==> src/rtl/seq_detect_multi_if.sv <==
// Bus bundle for seq_detect_multi: serial sample input, slot configuration,
// counter control and the registered match status returned to the consumer.
interface seq_detect_multi_if #(
  parameter int MAX_LEN = 8,
  parameter int NUM_PAT = 2,
  parameter int CNT_W   = 8,
  parameter int IDX_W   = 1,
  parameter int LEN_W   = 4
);
  logic               in_valid;
  logic               in_bit;
  logic               mode_overlap;
  logic               cfg_we;
  logic [IDX_W-1:0]   cfg_idx;
  logic [MAX_LEN-1:0] cfg_pat;
  logic [LEN_W-1:0]   cfg_len;
  logic               cnt_clr;
  logic               out;
  logic [NUM_PAT-1:0] match_id;
  logic [CNT_W-1:0]   match_cnt;

  // Front end / controller side: drives samples and configuration.
  modport master (
    output in_valid, in_bit, mode_overlap, cfg_we, cfg_idx, cfg_pat, cfg_len, cnt_clr,
    input  out, match_id, match_cnt
  );

  // Detector side.
  modport slave (
    input  in_valid, in_bit, mode_overlap, cfg_we, cfg_idx, cfg_pat, cfg_len, cnt_clr,
    output out, match_id, match_cnt
  );
endinterface

==> src/rtl/seq_detect_multi.sv <==
// Multi-pattern serial bit detector. Each slot holds a pattern of up to MAX_LEN
// bits (bit 0 = newest) and compares it against the incoming bit plus history.
// A fill counter guarantees a slot only fires once it has seen len genuine bits,
// so reset zeros in the history never produce a hit. In non-overlapping mode a
// hit empties the fill so no bit of a matched sequence is reused.
module seq_detect_multi #(
  parameter int MAX_LEN = 8,
  parameter int NUM_PAT = 2,
  parameter int CNT_W   = 8,
  parameter int IDX_W   = 1,
  parameter int LEN_W   = 4
) (
  input  logic               clk,
  input  logic               rst,
  seq_detect_multi_if.slave  bus
);

  localparam int                WIN_W    = MAX_LEN + 1;
  localparam int                CMP_W    = LEN_W + 1;
  localparam logic [LEN_W-1:0]  FILL_MAX = LEN_W'(MAX_LEN);
  localparam logic [CNT_W-1:0]  CNT_MAX  = '1;

  // Slot configuration table.
  logic [MAX_LEN-1:0] pat_q [NUM_PAT];
  logic [MAX_LEN-1:0] pat_d [NUM_PAT];
  logic [LEN_W-1:0]   len_q [NUM_PAT];
  logic [LEN_W-1:0]   len_d [NUM_PAT];

  // Stream history and number of genuine bits it holds.
  logic [MAX_LEN-1:0] hist_q, hist_d;
  logic [LEN_W-1:0]   fill_q, fill_d;

  // Registered status.
  logic               out_q, out_d;
  logic [NUM_PAT-1:0] match_id_q, match_id_d;
  logic [CNT_W-1:0]   cnt_q, cnt_d;

  // Compare datapath.
  logic [WIN_W-1:0]   win;
  logic [WIN_W-1:0]   mask;
  logic [CMP_W-1:0]   avail;
  logic [NUM_PAT-1:0] hit;
  logic               any_hit;

  // Per-slot match of the low len bits of {hist, in_bit} against the stored pattern.
  always_comb begin
    // NOTE: every combinational output is given a default before any branch so
    // no path leaves it unassigned and no latch is inferred.
    win   = {hist_q, bus.in_bit};
    mask  = '0;
    avail = CMP_W'(fill_q) + CMP_W'(1);
    hit   = '0;
    for (int i = 0; i < NUM_PAT; i++) begin
      // Ones in the low len positions; pattern bits above len-1 are don't-care.
      mask = ~({WIN_W{1'b1}} << len_q[i]);
      if (bus.in_valid
          && (len_q[i] != '0)
          && (len_q[i] <= FILL_MAX)
          && (avail >= CMP_W'(len_q[i]))
          && ((win & mask) == ({1'b0, pat_q[i]} & mask))) begin
        hit[i] = 1'b1;
      end
    end
    any_hit = |hit;
  end

  // Next state for history, fill, status, counter and slot configuration.
  always_comb begin
    hist_d     = hist_q;
    fill_d     = fill_q;
    out_d      = any_hit;
    match_id_d = hit;
    cnt_d      = cnt_q;

    if (bus.in_valid) begin
      hist_d = {hist_q[MAX_LEN-2:0], bus.in_bit};
      if (!bus.mode_overlap && any_hit) begin
        fill_d = '0;
      end else if (fill_q != FILL_MAX) begin
        fill_d = fill_q + LEN_W'(1);
      end
    end

    // Clear wins over a coincident hit; the count sticks at all-ones.
    if (bus.cnt_clr) begin
      cnt_d = '0;
    end else if (any_hit && (cnt_q != CNT_MAX)) begin
      cnt_d = cnt_q + CNT_W'(1);
    end

    // An out-of-range cfg_idx matches no slot, so the write is dropped. The
    // compare above reads the _q values, so a same-cycle sample sees the old config.
    for (int i = 0; i < NUM_PAT; i++) begin
      pat_d[i] = pat_q[i];
      len_d[i] = len_q[i];
      if (bus.cfg_we && (bus.cfg_idx == IDX_W'(i))) begin
        pat_d[i] = bus.cfg_pat;
        len_d[i] = bus.cfg_len;
      end
    end
  end

  // State register with synchronous active-low reset.
  always_ff @(posedge clk) begin
    // NOTE: sequential state uses non-blocking assignments so every register
    // samples the pre-edge values regardless of statement order.
    if (!rst) begin
      hist_q     <= '0;
      fill_q     <= '0;
      out_q      <= 1'b0;
      match_id_q <= '0;
      cnt_q      <= '0;
      // NOTE: the slot table is reset on purpose; a slot that is disabled
      // out of reset is part of the block's behaviour, not just initialisation.
      for (int i = 0; i < NUM_PAT; i++) begin
        pat_q[i] <= '0;
        len_q[i] <= '0;
      end
    end else begin
      hist_q     <= hist_d;
      fill_q     <= fill_d;
      out_q      <= out_d;
      match_id_q <= match_id_d;
      cnt_q      <= cnt_d;
      for (int i = 0; i < NUM_PAT; i++) begin
        pat_q[i] <= pat_d[i];
        len_q[i] <= len_d[i];
      end
    end
  end

  assign bus.out       = out_q;
  assign bus.match_id  = match_id_q;
  assign bus.match_cnt = cnt_q;

endmodule
==> src/flat_wrapper.sv <==
// flat-port wrapper written by rule: the top's interface ports become plain ports
module seq_detect_multi_flat 
#(
  parameter int MAX_LEN = 8,
  parameter int NUM_PAT = 2,
  parameter int CNT_W   = 8,
  parameter int IDX_W   = 1,
  parameter int LEN_W   = 4
)
  (clk, rst, bus_in_valid, bus_in_bit, bus_mode_overlap, bus_cfg_we, bus_cfg_idx, bus_cfg_pat, bus_cfg_len, bus_cnt_clr, bus_out, bus_match_id, bus_match_cnt);
  seq_detect_multi_if #(.MAX_LEN(MAX_LEN), .NUM_PAT(NUM_PAT), .CNT_W(CNT_W), .IDX_W(IDX_W), .LEN_W(LEN_W)) bus_i ();
  input  logic clk;
  input  logic rst;
  input wire logic [$bits(bus_i.in_valid)-1:0] bus_in_valid;
  input wire logic [$bits(bus_i.in_bit)-1:0] bus_in_bit;
  input wire logic [$bits(bus_i.mode_overlap)-1:0] bus_mode_overlap;
  input wire logic [$bits(bus_i.cfg_we)-1:0] bus_cfg_we;
  input wire logic [$bits(bus_i.cfg_idx)-1:0] bus_cfg_idx;
  input wire logic [$bits(bus_i.cfg_pat)-1:0] bus_cfg_pat;
  input wire logic [$bits(bus_i.cfg_len)-1:0] bus_cfg_len;
  input wire logic [$bits(bus_i.cnt_clr)-1:0] bus_cnt_clr;
  output wire logic [$bits(bus_i.out)-1:0] bus_out;
  output wire logic [$bits(bus_i.match_id)-1:0] bus_match_id;
  output wire logic [$bits(bus_i.match_cnt)-1:0] bus_match_cnt;
  assign bus_i.in_valid = bus_in_valid;
  assign bus_i.in_bit = bus_in_bit;
  assign bus_i.mode_overlap = bus_mode_overlap;
  assign bus_i.cfg_we = bus_cfg_we;
  assign bus_i.cfg_idx = bus_cfg_idx;
  assign bus_i.cfg_pat = bus_cfg_pat;
  assign bus_i.cfg_len = bus_cfg_len;
  assign bus_i.cnt_clr = bus_cnt_clr;
  assign bus_out = bus_i.out;
  assign bus_match_id = bus_i.match_id;
  assign bus_match_cnt = bus_i.match_cnt;
  seq_detect_multi #(.MAX_LEN(MAX_LEN), .NUM_PAT(NUM_PAT), .CNT_W(CNT_W), .IDX_W(IDX_W), .LEN_W(LEN_W)) u_core (.clk(clk), .rst(rst), .bus(bus_i));
endmodule
==> config.mk <==
export PLATFORM = sky130hd
export DESIGN_NAME = seq_detect_multi_flat
export DESIGN_NICKNAME = d
export VERILOG_FILES = /design/src/rtl/seq_detect_multi_if.sv /design/src/rtl/seq_detect_multi.sv /design/src/flat_wrapper.sv
export SDC_FILE = /design/constraint.sdc
export NUM_CORES = 1
export LEC_CHECK = 0
export ABC_CLOCK_PERIOD_IN_PS = 2520
export BUFFER_PORTS_ARGS = -buffer_cell sky130_fd_sc_hd__buf_2
export CORE_MARGIN = 8
export CORE_UTILIZATION = 31
export CTS_CLUSTER_DIAMETER = 40
export DETAILED_ROUTE_END_ITERATION = 16
export GPL_ROUTABILITY_DRIVEN = 0
export GPL_TIMING_DRIVEN = 0
export PLACE_DENSITY = 0.58
export REMOVE_ABC_BUFFERS = 1
export SYNTH_ARGS = -nofsm -noshare
export SYNTH_HDL_FRONTEND = slang
export SYNTH_SLANG_ARGS = --single-unit
export TNS_END_PERCENT = 20
==> constraint.sdc <==
create_clock -name clk -period 2.52 [get_ports clk]
set_input_delay 0.504 -clock clk [delete_from_list [all_inputs] [get_ports clk]]
set_output_delay 0.504 -clock clk [all_outputs]
set_load 0.02 [all_outputs]
======== Word level (Yosys, flattened, before mapping) ========
Memory sizes are Yosys's and may differ from the RTL's.
Cells that the tools add are included.
word-level totals
  register bits ........................... 23
  latch bits .............................. 0
  memory bits (writable) .................. 24
  bits in read-only memories .............. 0
  input bits .............................. 20
  output and inout bits ................... 11
  memories kept ........................... 2
cells by class
  add/subtract/negate cells ............... 3
  multiply operators ...................... 0
  divide/modulo/power cells ............... 0
  $lt $le $gt $ge ......................... 4
  eq/ne operators ......................... 4
  shift-type cells ........................ 2
  muxes and demuxes ....................... 14
  bitwise logic cells ..................... 12
  reductions and logical operators ........ 19
memories
  name          depth  width  read ports  clocked after memory_dff  write ports  line                    RTL
  u_core.pat_q  2      8      2           0                         2            seq_detect_multi.sv:24  logic [MAX_LEN-1:0] pat_q [NUM_PAT];
  u_core.len_q  2      4      2           0                         2            seq_detect_multi.sv:26  logic [LEN_W-1:0] len_q [NUM_PAT];
operators with widths
  cell                                                                count
  8-bit two-way mux                                                   4
  4-bit two-way mux                                                   6
  8-bit by 9-bit AND with 9-bit output                                2
  9-bit AND                                                           2
  9-bit equality test                                                 2
  9-bit NOT                                                           2
  9-bit by 4-bit << shifter with 9-bit output (first input constant)  2
  1-bit logical AND                                                   12
  5-bit by 4-bit >= comparator with 1-bit output                      2
  8-bit by 1-bit adder with 8-bit output (second input constant)      1
  4-bit less-or-equal comparator (second input constant)              2
  8-bit inequality test (second input constant)                       1
  4-bit nonzero test                                                  2
  4-bit by 1-bit adder with 5-bit output (second input constant)      1
  4-bit by 1-bit adder with 4-bit output (second input constant)      1
  1-bit two-way mux                                                   4
  4-bit inequality test (second input constant)                       1
  1-bit bitwise OR                                                    4
  2-bit OR reduction                                                  2
  1-bit NOT                                                           2
  2-bit AND reduction                                                 1
  2-bit nonzero test                                                  1
  1-bit zero test                                                     1

======== Longest topological paths before layout ========
  depth in word-level cells ............... 10
  mapped depth ............................ 10
  mapped depth without buffers ............ 9

======== Least setup slack after synthesis ========
Ideal clock, no wire load.
  path kind ............................... register to register
  start ................................... register u_core.fill_q[0]
  end ..................................... register u_core.cnt_q[6], in the netlist u_core.bus.match_cnt[6]
  setup time .............................. 0.086 ns
  arrival time ............................ 2.311 ns
  data required time ...................... 2.434 ns
  slack ................................... 0.124 ns
  cell stages (with the launch flop) ...... 11
  cell sequence ........................... dfxtp_1 > ha_1 > xor2_1 > ha_1 > o21ai_0 > a21oi_1 > o311ai_1 > and2_4 > buf_6 > nor4b_1 > a211oi_1
on the way
  word-level cells in the longest chain between the ends .. 7
ends and longest elaborated chain
  what                                            line                     RTL
  from (decl)                                     seq_detect_multi.sv:31   logic [LEN_W-1:0] fill_q, fill_d;
  from (signal assigned)                          seq_detect_multi.sv:121  fill_q <= fill_d;
  4-bit by 1-bit adder with 5-bit output (*)      seq_detect_multi.sv:51   avail = CMP_W'(fill_q) + CMP_W'(1);
  5-bit by 4-bit >= comparator with 1-bit output  seq_detect_multi.sv:59   && (avail >= CMP_W'(len_q[i]))
  1-bit logical AND                               seq_detect_multi.sv:59
  1-bit logical AND                               seq_detect_multi.sv:60   && ((win & mask) == ({1'b0, pat_q[i]} & mask))) begin
  1-bit two-way mux                               seq_detect_multi.sv:56   if (bus.in_valid
  2-bit OR reduction (*)                          seq_detect_multi.sv:64   any_hit = |hit;
  1-bit logical AND (*)                           seq_detect_multi.sv:87   end else if (any_hit && (cnt_q != CNT_MAX)) begin
  to (signal assigned)                            seq_detect_multi.sv:124  cnt_q <= cnt_d;
  to (decl)                                       seq_detect_multi.sv:36   logic [CNT_W-1:0] cnt_q, cnt_d;
Every way passes the cells marked *; elsewhere a longest branch is shown, timed or not.
A chain may end at the register's enable or synchronous reset.

======== Worst setup path in the final report ========
  start ................................... register u_core.fill_q[0]
  end ..................................... register u_core.cnt_q[7], in the netlist u_core.bus.match_cnt[7]
The elaborated chain is that of the path after synthesis.

==> run summary <==
The critical path goes through inv_1 > ha_4 > ha_1 > o21ai_0 > a21oi_2 > o311ai_4 > buf_4 > a2111oi_2 > xnor2_1 > nor2_1. The internal portion of the total power is 1.14 mW. The tools report the startpoint of the worst setup timing path as u_core.fill_q[0]. The final setup violation count came out at 0.

For the final wirelength, the log shows 5530 microns. The number of H-tree branching levels is 2. The top-level port count is 31. Including well taps, the total number of placed cells is 404. In this run, the clock network consumes 36.3% of the power. In this run the remaining antenna-violating nets after routing total 0.

The logs give 2 for the maximum buffer depth of the clock tree and 0 for the number of DRC violations after detailed routing. The final layout net count was 344; the tightest slew margin relative to the limit was 35.2%. The number of antenna violations at the first check in global routing came out at 0. Startpoint type of the worst setup path: a register.

The share of final-layout standard cells stronger than drive strength 1 was 16.9%. The placed instance area is 2530 sq um. The tools report the number of warnings issued by yosys as 0. The dominant cell type by area after synthesis is sky130_fd_sc_hd__dfxtp_1.

The buffering stage count on the worst path with inverters included was 2; the largest clock skew in the final design was 0.00742 ns. The fraction of registers with async set or reset after synthesis is 0%. The startpoint identified for the worst register-to-register timing path is u_core.fill_q[0]. The detailed-placement wirelength estimate was 3890 microns. From bottom edge to top edge, the die measures 103 microns. The first TritonRoute pass finished after 6 iterations. After floorplanning, the core was sized to cover 7290 sq um. Max-cap violations in this run came to 0. At the later pin of the worst-skew pair, clock insertion delay measures 0.31 ns.

The startpoint of the worst hold path is bus_cfg_pat[1]. The clock net in this run drives a total of 46 sinks. For this run the aggregate overflow at the end of global routing stands at 0. Buffers inserted during clock tree synthesis total 5. In this run the core area contains 31 standard-cell rows.

Dividing the synthesized area by the synthesized cell count gives 8.12 sq um. The floorplan step set the die width to 103 microns. The count of cells in the finished layout, fillers not included, comes to 413. The port buffer count is 30, and the count of state elements after synthesis is 46.

Per report_power, the combinational group accounts for 13.3% of the total. The first-pass GRT wire length came out at 9130 microns. Maximum ir drop on the vdd rail: 0.247 mV. Once the floorplan was initialized, standard cells occupied 32.3% of the core.

Total power for the finished layout comes to 1.55 mW. Among all flip-flop cells after synthesis, the most frequent one is sky130_fd_sc_hd__dfxtp_1. TritonCTS built the clock tree.

At the pin with the least slew margin, the transition time is 0.967 ns. By area the synthesized netlist is led by sky130_fd_sc_hd__dfxtp_1, sky130_fd_sc_hd__a21oi_1, sky130_fd_sc_hd__nand2_1, sky130_fd_sc_hd__xnor2_1, sky130_fd_sc_hd__ha_1. The ratio of total power to cell area works out to 570 nW/um^2.

The post-route cell area was 2720 sq um. In this run, post-CTS hold repair placed 0 buffers. The worst setup path is of the reg2reg kind. The kind of end point of the critical path is a register. Sorting the synthesized cells by how often they occur yields sky130_fd_sc_hd__nand2_1, sky130_fd_sc_hd__dfxtp_1, sky130_fd_sc_hd__a21oi_1, sky130_fd_sc_hd__nor2_1, sky130_fd_sc_hd__xnor2_1. After synthesis, the largest area contributor takes up 39.1% of total cell area. For the required time of the critical path, the log shows 2.71 ns. Summed over all cells, the static leakage comes to 0.992 nW.

The combined global-route utilization of all metal layers was 10.9%; the largest fanout on the critical path was 5. The count of final max-slew check failures is 0. Dividing the final minimum period by the clock period gives 94.6%.

The number of endpoints with negative hold slack in the final report was 0; the count of flip-flops with a built-in enable after synthesis was 0. The share of the Yosys chip area taken by registers is 39.1%. The tools report the utilization of the core after routing as 37.3%. The detailed router finished its first iteration with 88 violations. The minimum clock period after layout was 2.38 ns; the via count of the routed design was 1998.

The tools report the number of distinct library cells after synthesis as 36. The number of antenna repair diodes came out at 0. In this run the power spent charging and discharging nets is 415 uW. The critical path's largest stage delay is 0.39 ns. The category of cells accounting for the largest share of critical-path delay was compound AO/OA/AOI/OAI gates. In this run the worst hold path is classified as in2reg. The clock transition time at the flip-flop clock pins of the worst setup and hold paths was 0.09 ns; the sequential fraction of design power was 50.4%. The number of global-route vias before repair was 1883; the growth of design area from synthesis to finish was 15.6%. The cell with the largest stage delay on the worst path is sky130_fd_sc_hd__dfxtp_2. The switching fraction of total power is 26.8%. The most frequent cell after synthesis is sky130_fd_sc_hd__nand2_1.

The run finished with clean final reports. The run gives 2350 sq um as the total standard cell area after synthesis. The data arrival at the endpoint of the critical path is 2.57 ns, and the total negative slack is 0 ns. The vias per cell is 4.84. The final routed wire length divided by cell count is 13.4 microns. Derived from the worst setup path, the maximum achievable clock frequency is 0.419 GHz. The die covers 10600 sq um. The instance count of the mapped netlist is 290, and the maximum number of pins on one net before global-route repair is 36.

Clock tree synthesis selected as its root buffer the cell sky130_fd_sc_hd__clkbuf_8.
tightest hold or removal path: stages:
cell and delay [ns]:
sky130_fd_sc_hd__buf_2 0.10, sky130_fd_sc_hd__nand2_1 0.05, sky130_fd_sc_hd__a21oi_1 0.05
repair_timing:
item                                    CTS  global route
endpoints found under the setup margin   12            12
gates cloned                              0             0
pin swaps                                 0             5
gates resized for setup                   3             9
buffers inserted                          0             1
power groups by stage:
stage          Combinational [mW]  Clock (mW)  Sequential, mW
6_report                    0.206       0.564           0.782
5_1_grt                     0.235       0.619           0.787
4_1_cts                     0.194       0.581           0.781
3_5_place_dp                0.185           0           0.798
3_3_place_gp                0.181           0           0.797
2_1_floorplan               0.122           0           0.793
placed cells by master, fill, tap and decap left out, drive strengths merged, types with 2 or more instances in the layout:
master	instances
nand3	10
ha	11
nor3	4
o21ai	13
or3	4
or4	2
xor2	2
and3	3
xnor2	19
mux2i	8
o22ai	4
clkbuf	5
buf	31
inv	13
nand2	52
a211oi	3
nand4	3
nor2	21
nand2b	3
nand3b	2
dfxtp	46
nor4	2
clkinv	2
and2	2
a21oi	41
o311ai	2
registers in the layout, summed over array words and instances (netlist names):
signal	flops
u_core.fill_q	4
u_core.bus.match_id	2
u_core.len_q	8
u_core.pat_q	16
u_core.bus.match_cnt	8
u_core.bus.out	1
u_core.hist_q	7
cell type report:
class	count	area, sq um
fill	789	4570
multi-input combinational	216	1360
sequential	46	922
timing repair buffer	31	158
tap	99	124
clock buffer	5	68.8
inverter	13	48.8
clock inverter	3	43.8
final timing paths:
| kind | to | cells after the start | slack [ns] |
|---|---|---|---|
| hold / removal | u_core.pat_q[0][1] | 3 | 0.43 |
| setup reg to reg | u_core.bus.match_cnt[7] | 10 | 0.14 |
| setup / recovery | u_core.bus.match_cnt[7] | 10 | 0.14 |
| hold reg to reg | u_core.pat_q[0][0] | 2 | 0.47 |
per-layer routing:
layer | GRT usage (%) | part of all wire [%] | wire length [microns] | vias to the layer above
li1 | - | - | - | 1037
met4 | 3.34 | 0.96 | 53 | 0
met2 | 16.7 | 46 | 2530 | 41
met1 | 14.7 | 48 | 2680 | 916
met5 | 0 | 0 | 0 | -
met3 | 2.77 | 4.9 | 273 | 4
kinds of logic (layout without fill, tap and decap cells):
group | count (synthesis) | in the layout | share of synthesized area [%]
AND/OR/NAND/NOR | 110 | 110 | 21.9
AO/OA/AOI/OAI | 66 | 66 | 15.8
flip-flops | 46 | 46 | 39.1
buffers and inverters | 28 | 52 | 6.06
XOR/XNOR | 21 | 21 | 7.82
adder cells (fa/ha/maj) | 11 | 11 | 5.85
multiplexers | 8 | 8 | 3.40
stage by stage:
step,hold WS (ns),setup WS (ns)
5_1_grt,0.427,-0.0228
3_5_place_dp,0.464,-0.230
2_1_floorplan,0.449,0.186
6_report,0.434,0.136
3_3_place_gp,0.457,-0.210
4_1_cts,0.429,0.0283
(Power assumes the default switching activity.)
